===== src/rtl/fdma_wr_arb_mc.sv =====
// Round-robin arbiter that drains CH_NUM source FIFOs onto one FDMA write port in whole
// bursts, walking each channel through a ring of DDR frame buffers with per-buffer interrupts.
module fdma_wr_arb_mc #(
  parameter logic [31:0] ADDR_OFFSET    = 32'd0,
  parameter int unsigned CH_NUM         = 2,
  parameter int unsigned AXI_DATA_WIDTH = 128,
  parameter int unsigned AXI_BURST_LEN  = 8,
  parameter int unsigned FDMA_BUF_SIZE  = 3,
  parameter int unsigned BUF_BYTES      = 4096,
  parameter int unsigned CNT_W          = 11
) (
  input  logic                         ui_clk,
  input  logic                         ui_rstn,
  input  logic [CH_NUM-1:0]            ch_en,
  input  logic [CH_NUM*CNT_W-1:0]      ch_rcnt,
  input  logic [CH_NUM*AXI_DATA_WIDTH-1:0] ch_data,
  output logic [CH_NUM-1:0]            ch_rden,
  output logic                         pkg_wr_areq,
  input  logic                         pkg_wr_en,
  input  logic                         pkg_wr_last,
  output logic [31:0]                  pkg_wr_addr,
  output logic [AXI_DATA_WIDTH-1:0]    pkg_wr_data,
  output logic [31:0]                  pkg_wr_size,
  output logic [CH_NUM-1:0]            irq_req,
  output logic [CH_NUM*4-1:0]          irq_buf,
  output logic                         busy
);

  localparam int unsigned BurstBytes   = AXI_BURST_LEN * AXI_DATA_WIDTH / 8;
  localparam int unsigned BurstsPerBuf = BUF_BYTES / BurstBytes;
  localparam int unsigned GW = (CH_NUM > 1) ? $clog2(CH_NUM) : 1;
  localparam int unsigned BW = (BurstsPerBuf > 1) ? $clog2(BurstsPerBuf) : 1;

  typedef enum logic [1:0] {StIdle, StArb, StReq, StXfer} state_e;

  state_e              state_q, state_d;
  logic [GW-1:0]       grant_q, grant_d;
  logic [BW-1:0]       bcnt_q [CH_NUM];
  logic [BW-1:0]       bcnt_d [CH_NUM];
  logic [3:0]          bidx_q [CH_NUM];
  logic [3:0]          bidx_d [CH_NUM];
  logic [31:0]         addr_q, addr_d;
  logic [CH_NUM-1:0]   irq_req_q, irq_req_d;
  logic [CH_NUM*4-1:0] irq_buf_q, irq_buf_d;

  logic [CH_NUM-1:0]   elig;
  logic                found;
  logic [GW-1:0]       pick, cand;
  logic [BW-1:0]       pick_bcnt;
  logic [3:0]          pick_bidx;
  logic                xfer_done;

  always_comb begin
    for (int i = 0; i < CH_NUM; i++) begin
      elig[i] = ch_en[i] && (ch_rcnt[i*CNT_W +: CNT_W] >= CNT_W'(AXI_BURST_LEN));
    end
  end

  // Search starts one past the previous grant so every channel gets a turn.
  always_comb begin
    found = 1'b0;
    pick  = grant_q;
    cand  = grant_q;
    for (int unsigned k = 1; k <= CH_NUM; k++) begin
      cand = GW'((32'(grant_q) + k) % CH_NUM);
      if (!found && elig[cand]) begin
        found = 1'b1;
        pick  = cand;
      end
    end
  end

  always_comb begin
    pick_bcnt = '0;
    pick_bidx = '0;
    for (int i = 0; i < CH_NUM; i++) begin
      if (pick == GW'(i)) begin
        pick_bcnt = bcnt_q[i];
        pick_bidx = bidx_q[i];
      end
    end
  end

  assign xfer_done = (state_q == StXfer) && pkg_wr_last;

  always_comb begin
    state_d = state_q;
    grant_d = grant_q;
    addr_d  = addr_q;
    unique case (state_q)
      StIdle: state_d = StArb;
      StArb: begin
        if (found) begin
          grant_d = pick;
          addr_d  = ADDR_OFFSET + 32'(pick) * 32'(FDMA_BUF_SIZE * BUF_BYTES)
                  + 32'(pick_bidx) * 32'(BUF_BYTES) + 32'(pick_bcnt) * 32'(BurstBytes);
          state_d = StReq;
        end
      end
      StReq:  state_d = StXfer;
      StXfer: if (pkg_wr_last) state_d = StArb;
      default: state_d = StIdle;
    endcase
  end

  // A channel with a committed burst keeps its counters until that burst retires.
  always_comb begin
    irq_req_d = '0;
    irq_buf_d = irq_buf_q;
    for (int i = 0; i < CH_NUM; i++) begin
      bcnt_d[i] = bcnt_q[i];
      bidx_d[i] = bidx_q[i];
      if (!ch_en[i] && !((state_q == StReq || state_q == StXfer) && grant_q == GW'(i))) begin
        bcnt_d[i] = '0;
        bidx_d[i] = '0;
      end
      if (xfer_done && grant_q == GW'(i)) begin
        if (bcnt_q[i] < BW'(BurstsPerBuf - 1)) begin
          bcnt_d[i] = bcnt_q[i] + 1'b1;
        end else begin
          bcnt_d[i]          = '0;
          irq_buf_d[i*4 +: 4] = bidx_q[i];
          irq_req_d[i]       = 1'b1;
          bidx_d[i]          = (bidx_q[i] == 4'(FDMA_BUF_SIZE - 1)) ? 4'd0 : bidx_q[i] + 4'd1;
        end
      end
    end
  end

  always_ff @(posedge ui_clk or negedge ui_rstn) begin
    if (!ui_rstn) begin
      state_q   <= StIdle;
      grant_q   <= GW'(CH_NUM - 1);
      addr_q    <= '0;
      irq_req_q <= '0;
      irq_buf_q <= '0;
      for (int i = 0; i < CH_NUM; i++) begin
        bcnt_q[i] <= '0;
        bidx_q[i] <= '0;
      end
    end else begin
      state_q   <= state_d;
      grant_q   <= grant_d;
      addr_q    <= addr_d;
      irq_req_q <= irq_req_d;
      irq_buf_q <= irq_buf_d;
      for (int i = 0; i < CH_NUM; i++) begin
        bcnt_q[i] <= bcnt_d[i];
        bidx_q[i] <= bidx_d[i];
      end
    end
  end

  always_comb begin
    ch_rden     = '0;
    pkg_wr_data = '0;
    for (int i = 0; i < CH_NUM; i++) begin
      if (state_q == StXfer && grant_q == GW'(i)) begin
        ch_rden[i]  = pkg_wr_en;
        pkg_wr_data = ch_data[i*AXI_DATA_WIDTH +: AXI_DATA_WIDTH];
      end
    end
  end

  assign pkg_wr_areq = (state_q == StReq);
  assign pkg_wr_addr = addr_q;
  assign pkg_wr_size = 32'(AXI_BURST_LEN);
  assign irq_req     = irq_req_q;
  assign irq_buf     = irq_buf_q;
  assign busy        = (state_q != StIdle);

endmodule


===== config.mk =====
export PLATFORM = sky130hd
export DESIGN_NAME = fdma_wr_arb_mc
export DESIGN_NICKNAME = d
export VERILOG_FILES = /design/src/rtl/fdma_wr_arb_mc.sv
export SDC_FILE = /design/constraint.sdc
export NUM_CORES = 1
export LEC_CHECK = 0
export CAP_MARGIN = 30
export CORE_AREA = 5 5 188 190
export DETAILED_ROUTE_END_ITERATION = 16
export DIE_AREA = 0 0 193 195
export GPL_TIMING_DRIVEN = 0
export PLACE_DENSITY = 0.47
export SETUP_SLACK_MARGIN = 0.5
export SLEW_MARGIN = 20
export SYNTH_ARGS = -nofsm -noshare
export SYNTH_HDL_FRONTEND = slang
export SYNTH_SLANG_ARGS = --single-unit

===== constraint.sdc =====
create_clock -name ui_clk -period 2.6 [get_ports ui_clk]
set_input_delay 0.26 -clock ui_clk [delete_from_list [all_inputs] [get_ports ui_clk]]
set_output_delay 0.26 -clock ui_clk [all_outputs]
set_load 0.02 [all_outputs]

==> results of run 1 <==
## what timing repair did
| action | 4_1_cts | 5_1_grt |
|---|---|---|
| gates cloned | 0 | 3 |
| hold endpoints to repair | 10 | 0 |
| setup endpoints to repair | 139 | 119 |
| resized for setup | 553 | 131 |
| setup buffers | 16 | 9 |
| pin swaps | 11 | 7 |
| hold buffers | 1 | 0 |
## path summary, 6_finish.rpt
| path | endpoint |
|---|---|
| max | pkg_wr_data[54] |
| min | irq_buf[4] |
| max reg2reg | pkg_wr_addr[14] |
| min reg2reg | irq_buf[4] |
| max in group asynchronous | grant_q |
| min in group asynchronous | bcnt_q[6] |
## registers in the layout (all words and copies together) (netlist names)
name         cells
bcnt_q          10
bidx_q           8
grant_q          1
irq_buf          8
irq_req          2
pkg_wr_addr     10
state_q          2
## critical path: stages (launching register included)
cell and delay, ns:
dfstp_2 0.54, buf_8 0.12, buf_12 0.16, buf_8 0.17, mux2i_1 0.22, nor2b_1 0.07
clkdlybuf4s15_2 0.25
## cells in the mapped netlist, types with 8 or more instances
library cell | instances | share of area [%]
nor2b_1 | 130 | 17
ha_1 | 8 | 2.1
nand2_1 | 54 | 4.2
mux2i_1 | 136 | 28
nor2_1 | 10 | 0.77
nand3_1 | 8 | 0.82
inv_1 | 8 | 0.62
clkbuf_1 | 19 | 1.5
dfrtp_1 | 40 | 21
buf_2 | 19 | 2.0
o21ai_0 | 25 | 2.6
buf_4 | 54 | 8.3
## metrics by stage
step | cells | instance area, µm² | total power, mW
2_1_floorplan | 635 | 5072 | 4.224
3_3_place_gp | 1512 | 9927 | 7.129
3_5_place_dp | 1513 | 9950 | 7.128
4_1_cts | 1538 | 10570 | 8.152
5_1_grt | 1550 | 10470 | 8.644
6_report | 1551 | 10470 | 8.126
## cell families (layout without fill, tap and decap cells)
| group | Yosys count | count (layout) | share of synthesized area (%) |
|---|---|---|---|
| AND/OR/NAND/NOR | 225 | 225 | 26.00 |
| buffers and inverters | 102 | 569 | 12.66 |
| flip-flops | 41 | 41 | 21.09 |
| other | 2 | 55 | 0.1542 |
| multiplexers | 136 | 136 | 27.95 |
| AO/OA/AOI/OAI | 67 | 67 | 9.735 |
| XOR/XNOR | 2 | 2 | 0.3597 |
| adder cells (fa/ha/maj) | 8 | 8 | 2.055 |
## final cells by class
cell class                      count  area, µm²  share of cell area, %
Timing Repair Buffer              459       4193                  40.04
Tap cell                          448      560.5                  5.352
Clock inverter                      3      25.02                 0.2389
Antenna cell                        1      2.502                0.02389
Clock buffer                        5      125.1                  1.195
Buffer                             93      897.1                  8.566
Inverter                            9      36.28                 0.3465
Sequential cell                    41       1027                  9.809
Multi-Input combinational cell    492       3606                  34.43
## power groups by stage
stage	clock network, mW	registers (mW)	logic, mW
floorplan	0	0.823	3.40
global placement	0	0.798	6.33
CTS	0.666	0.784	6.70
detailed placement	0	0.799	6.33
finish	0.641	0.785	6.70
global route	0.687	0.794	7.16
## routing by layer
| metal | GRT usage, % | vias to the layer above | share of wire (%) | routed length (µm) |
|---|---|---|---|---|
| li1 | - | 2919 | - | - |
| met1 | 15.19 | 2593 | 37 | 10550 |
| met2 | 26.81 | 248 | 54 | 15340 |
| met3 | 4.089 | 10 | 8.2 | 2332 |
| met4 | 1.416 | 2 | 0.56 | 158 |
| met5 | 0 | - | 0.046 | 13 |
==> flow_summary.ini, run 1 <==
[outcome]
status = finished clean

[global_route]
overflow = 0
grt_pass1_vias = 6037
grt_max_degree = 23
grt_pass1_wl_um = 39590
grt_usage_pct = 13.83
antenna_found_initial = 1

[logic_synthesis]
seq_area_frac_synth_pct = 21.09
ys_async_sr_fraction_pct = 100.0
avgSynthCellArea_um2 = 8.355
synth_cell_types = 50
syn_area_um2 = 4871
ys_ff_latch = 41
synth_ff_type = dfrtp_1
syn_inst = 583
synth_edf_count = 0
yosys_warnings = 0

[cells_and_area]
layout_commonest_cell = clkdlybuf4s50_1
fillers = 3579
most-common-layout-cells = clkdlybuf4s50_1 (282), nor2b_1 (125), mux2i_1 (122)
drive_above_1_share_pct = 27.86
syn_to_final_growth_pct = 115.0
layout.nets = 1393
fin_util_pct = 31.47

[hold_path]
hold_class = reg -> reg
worstHoldStart = irq_buf[4]
min_delay_path_depth = 2

[timing]
clock_skew_ns = 0.007869
drv_slew = 0
rsz0062_at_grt = yes
setup_tns_ns = 0
clock.fmax_ghz = 0.4777
hold_violations = 0
setup_viol = 0
setup_ws_ns = 0.5067
slew_headroom_pct = 57.46
layout_min_cycle_time_ns = 2.093
post-route-period-util_pct = 80.51
worst_slew_pin_slew_ns = 0.6367
holdWs_ns = 0.4762

[cts]
clk_latency_ns = 0.29
cts_root_buf = clkbuf_16
cts.htree.levels = 2
cts_made_buffers = 5
clock-sinks = 41
tritoncts = yes
clockBufferDepth = 2
clkSlewWorstSetupHoldPaths_ns = 0.07

[power]
power_frac_comb_pct = 82.5
swShare_pct = 46.82
power.share.clock_pct = 7.9
powerDensity_nw_per_um2 = 776.0
seqPwrFrac_pct = 9.7
p_leak_nw = 4.729
p_sw_mw = 3.805
p_int_mw = 4.322
vdd_drop_max_uv = 291.1

[placed_design]
post-place-ws_ns = -0.6589
io_buffer_count = 429
place_congestion = 0.8039
dpl.hpwl_um = 24510

[critical_path]
worstSetupPathType = reg -> out
start_kind = register
crit_path_max_fanout = 10
worstPathRequired_ns = 2.34
rrSetupSlack_ns = 0.56
r2r-start = grant_q
crit_arrival_ns = 1.83
critPathLaunch = grant_q
reg2reg_depth = 10
endpoint_kind = primary output

[detailed_routing]
vias_per_cell = 3.721
totalWireLength_um = 28390
drc = 0
vias = 5772
antenna_left = 0
first_pass_iters = 4
wl_per_cell_um = 18.31
drt_iter0_markers = 206

[die]
coreArea_um2 = 33280
pin_count = 490
core.rowCount = 67
start_util_pct = 14.64
chipHeight_um = 195
die_area_um2 = 37640
die_w_um = 193

[job]
maxCapViolations = 0
Note: power is estimated with default switching activity, not from simulation.
==> run 2: changes to the inputs <==
Settings changed: CORE_AREA 5 5 188 190 to 5 5 187 189, DIE_AREA 0 0 193 195 to 0 0 192 194, PLACE_DENSITY 0.47 to 0.49.
Clock period 2.6 ns to 1.9 ns, I/O delays scaled along.
==> flow_summary.ini, run 2 (synthesis results as in run 1) <==
[outcome]
status = finished with violations
failed_checks = setup timing

[placed_design]
post-place-ws_ns = -0.9762
io_buffer_count = 429
dpl.hpwl_um = 24560
place_congestion = 0.7971

[timing]
setup_viol = 134
setup_ws_ns = -0.2506
post-route-period-util_pct = 113.2
clock.fmax_ghz = 0.4650
clock_skew_ns = 0.005839
drv_slew = 0
rsz0062_at_grt = yes
worst_slew_pin_slew_ns = 0.5746
hold_violations = 0
slew_headroom_pct = 61.69
layout_min_cycle_time_ns = 2.151

[critical_path]
crit_arrival_ns = 2.30
cp-endpoint = pkg_wr_addr[14]
worstPathRequired_ns = 2.05
reg2reg_depth = 10
timing.rr.end = pkg_wr_addr[14]
critPathLaunch = grant_q
start_kind = register
rrSetupSlack_ns = -0.25
endpoint_kind = register
r2r-start = grant_q
crit_path_max_fanout = 4
worstSetupPathType = reg -> reg

[power]
swShare_pct = 40.29
power_frac_comb_pct = 88.6
p_leak_nw = 5.700
p_int_mw = 9.926
p_sw_mw = 6.697
seqPwrFrac_pct = 6.5
power.share.clock_pct = 4.9
vdd_drop_max_uv = 605.3
powerDensity_nw_per_um2 = 1207

[global_route]
grt_pass1_vias = 6391
use_met3_pct = 5.149
overflow = 0
grt_max_degree = 31
antenna_found_initial = 0
grt_usage_pct = 14.50
busiest_layer = met2
grt_pass1_wl_um = 41550
use_met2_pct = 27.21
gr-usage-met1_pct = 16.01

[detailed_routing]
drt_iter0_markers = 124
totalWireLength_um = 30450
antenna_left = 0
vias = 6266
wl_per_cell_um = 18.89
vias_per_cell = 3.887
first_pass_iters = 4
drc = 0

[cells_and_area]
multiInputGateArea_um2 = 5490
fin_util_pct = 41.59
syn_to_final_growth_pct = 182.7
layout_commonest_cell = clkdlybuf4s50_1
fillers = 3231
area.sequential_um2 = 1027
layout.nets = 1455
drive_above_1_share_pct = 49.48
most-common-layout-cells = clkdlybuf4s50_1 (283), buf_6 (99), buf_4 (85)
antenna_cells = 0

[die]
chipHeight_um = 194
coreArea_um2 = 33110
start_util_pct = 14.71
core.rowCount = 67
die_area_um2 = 37250
die_w_um = 192
pin_count = 490

[cts]
clockBufferDepth = 2
tritoncts = yes
cts_made_buffers = 5
clkSlewWorstSetupHoldPaths_ns = 0.06
clk_latency_ns = 0.28
cts_root_buf = clkbuf_16
cts.htree.levels = 2
clock-sinks = 41

[hold_path]
hold_class = in -> async

[job]
maxCapViolations = 0
run 2: cell count changes in the layout (fill, tap and decap cells not counted), sizes merged:
cell,delta
dlymetal6s2s,-2
clkdlybuf4s15,-30
clkbuf,+21
dlygate4sd2,+35
inv,-4
clkdlybuf4s50,+1
clkinv,+1
diode,-1
buf,+40
run 2: timing repair:
action	in CTS	in global routing
setup buffers	30	46
hold endpoints to repair	11	0
gates resized for setup	477	262
setup endpoints to repair	192	192
gates cloned	3	11
hold buffers	1	0
pin swaps	11	25
run 2: cell type report:
cell class                      instances  share of cell area, %
Timing Repair Buffer                  521                  39.53
Inverter                                9                 0.4543
Multi-Input combinational cell        492                  39.87
Sequential cell                        41                  7.460
Tap cell                              448                  4.071
Buffer                                 93                  7.623
Clock buffer                            8                 0.9904
run 2: metrics by stage:
stage / cells / TNS, ns / power, mW / cell area, µm² / hold slack, ns
2_1_floorplan: 635 / -0.1042 / 8.972 / 7056 / -0.1056
3_3_place_gp: 1512 / -81.46 / 13.01 / 11910 / 0.4548
3_5_place_dp: 1513 / -60.70 / 13.01 / 11930 / 0.1014
6_report: 1612 / -18.30 / 16.62 / 13770 / 0.3343
4_1_cts: 1555 / -27.80 / 14.66 / 12640 / 0.3404
5_1_grt: 1612 / -26.23 / 17.47 / 13770 / 0.3870
run 2: power groups by stage:
stage / logic [mW] / clock network, mW / registers [mW]
2_1_floorplan: 7.84 / 0 / 1.13
3_3_place_gp: 11.9 / 0 / 1.10
3_5_place_dp: 11.9 / 0 / 1.10
4_1_cts: 12.8 / 0.833 / 1.07
5_1_grt: 15.5 / 0.873 / 1.10
6_report: 14.7 / 0.807 / 1.08
run 2: worst min-delay path by stage:
stage	startpoint	endpoint	slack, ns	cells past startpoint
6_report	ui_rstn	bcnt_q[9]	0.33	2
5_1_grt	ui_rstn	bcnt_q[9]	0.39	2
4_1_cts	ui_rstn	bcnt_q[9]	0.34	2
3_5_place_dp	ui_rstn	bcnt_q[9]	0.10	1
3_3_place_gp	irq_buf[4]	irq_buf[4]	0.45	2
2_1_floorplan	ui_rstn	bcnt_q[0]	-0.11	0
run 2: worst max-delay path, cell delays in order, from the launching register on:
cell and delay [ns]:
dfstp_2 0.53, buf_8 0.12, buf_6 0.09, nand2b_4 0.12, a21oi_4 0.04, a21o_4 0.22
and2_4 0.18, ha_4 0.16, a311oi_4 0.31, nand2b_4 0.19, o211ai_2 0.07
run 2: per-layer routing:
metal	vias to the layer above	part of all wire, %
met5	-	0
met4	0	1.2
met3	20	9.5
met2	290	53
met1	2905	36
li1	3051	-
==> run 3: changes to the inputs <==
Settings changed: CELL_PAD_IN_SITES_DETAIL_PLACEMENT from default to 0, CELL_PAD_IN_SITES_GLOBAL_PLACEMENT from default to 2, CORE_AREA 5 5 187 189 to default, CORE_ASPECT_RATIO from default to 0.75, CORE_MARGIN from default to 5, CORE_UTILIZATION from default to 13, DIE_AREA 0 0 192 194 to default, PLACE_DENSITY 0.49 to 0.8.
==> flow_summary.ini, run 3 (synthesis results as in run 1) <==
[cts]
tritoncts = yes
cts_made_buffers = 5
clock-sinks = 41
cts_root_buf = clkbuf_16
clockBufferDepth = 2
cts.htree.levels = 2
clkSlewWorstSetupHoldPaths_ns = 0.06
clk_latency_ns = 0.29

[detailed_routing]
drt_iter0_markers = 200
first_pass_iters = 4
antenna_left = 0
drc = 0
totalWireLength_um = 29400
vias = 6337
vias_per_cell = 3.741
wl_per_cell_um = 17.36

[timing]
drv_slew = 0
rsz0062_at_grt = yes
clock.fmax_ghz = 0.4621
setup_tns_ns = -19.19
worst_slew_pin_slew_ns = 0.5921
holdWs_ns = 0.3495
setup_ws_ns = -0.2640
hold_violations = 0
post-route-period-util_pct = 113.9
setup_viol = 149
slew_headroom_pct = 60.53
layout_min_cycle_time_ns = 2.164
clock_skew_ns = 0.003362

[critical_path]
slowest_stage = or3_4
reg2reg_depth = 13
timing.rr.end = bidx_q[5]
worstPathRequired_ns = 2.06
crit_path_max_fanout = 6
crit_chain = buf_8 > buf_6 > buf_6 > buf_6 > buf_6 > buf_6 > nand3b_4 > or3_4 > buf_8 > inv_8 > nor2_4 > o21ai_1 > o21ai_1
critPathMaxStageDelay_ns = 0.40
endpoint_kind = register
worstSetupPathType = reg -> reg
critPathLaunch = grant_q
cp_common_cell = buf_6
start_kind = register
r2r-start = grant_q
rrSetupSlack_ns = -0.26
crit_arrival_ns = 2.32

[die]
die_area_um2 = 41480
die_w_um = 233.5
chipHeight_um = 177.6
start_util_pct = 13.16
pin_count = 490
core.rowCount = 61
coreArea_um2 = 37020

[job]
maxCapViolations = 0

[global_route]
grt_pass1_wl_um = 39810
grt_pass1_vias = 6400
overflow = 0
antenna_found_initial = 2
grt_usage_pct = 12.59
grt_max_degree = 31

[power]
powerDensity_nw_per_um2 = 1198
p_leak_nw = 5.751
vdd_drop_max_uv = 419.0

[cells_and_area]
fillers = 3711
layout_commonest_cell = clkdlybuf4s50_1
syn_to_final_growth_pct = 179.2
layout.nets = 1481
antenna_cells = 0
most-common-layout-cells = clkdlybuf4s50_1 (260), buf_4 (132), buf_6 (85)
drive_above_1_share_pct = 54.45

[hold_path]
hold_class = in -> async

[placed_design]
place_congestion = 0.7647
dpl.hpwl_um = 23800
io_buffer_count = 429

[outcome]
status = finished with violations
failed_checks = setup timing
==> run 3: what timing repair did <==
item	4_1_cts	5_1_grt
resized for setup	502	292
setup buffers	46	64
endpoints found under the hold margin	11	0
pin swaps	24	13
hold buffers	1	0
gates cloned	3	3
setup endpoints to repair	193	173
==> run 3: cell type report <==
| cell class | count | area, µm² | area share [%] |
|---|---|---|---|
| multi-input combinational | 492 | 5480 | 40.30 |
| timing repair buffer | 547 | 5225 | 38.42 |
| buffer | 93 | 1046 | 7.692 |
| sequential | 41 | 1027 | 7.554 |
| tap | 504 | 630.6 | 4.637 |
| clock buffer | 7 | 132.6 | 0.9752 |
| inverter | 9 | 52.55 | 0.3864 |
| clock inverter | 1 | 5.005 | 0.03680 |
==> run 3: worst max path at each step <==
| stage | depth (start not counted) | slack (ns) | to |
|---|---|---|---|
| finish | 13 | -0.26 | bidx_q[5] |
| global placement | 9 | -1.04 | pkg_wr_addr[14] |
| floorplan | 8 | -0.10 | pkg_wr_addr[14] |
| CTS | 13 | -0.32 | bidx_q[5] |
| global route | 13 | -0.35 | bidx_q[5] |
| detailed placement | 9 | -1.05 | pkg_wr_addr[14] |
==> run 3: per-stage QoR <==
step / cell area [µm²] / setup WS, ns / cells / total power [mW] / util, %
2_1_floorplan: 7056 / -0.1042 / 635 / 8.972 / -
3_3_place_gp: 11980 / -1.039 / 1568 / 12.91 / 32.36
3_5_place_dp: 12000 / -1.046 / 1569 / 12.94 / 32.40
4_1_cts: 12870 / -0.3162 / 1627 / 14.64 / 34.78
5_1_grt: 13600 / -0.3471 / 1694 / 17.16 / 36.74
6_report: 13600 / -0.2640 / 1694 / 16.29 / 36.74
==> run 3: worst max-delay path: cells and delay by family (launching register included) <==
family / cells / cell delay [ns]
AOI/OAI and AO/OA: 2 / 0.19
DFF: 1 / 0.37
and+or+nand+nor: 3 / 0.60
buffers and inverters: 8 / 0.88
==> run 3: power by group <==
group	switching (mW)	internal, mW
clock network	0.344	0.486
registers	0.0886	0.985
logic	6.21	8.18
==> run 3: per-layer routing <==
layer	track usage, %	part of all wire (%)
met2	22.66	52
met3	3.551	7.4
met5	0	0
met4	0.8315	0.26
met1	15.71	40
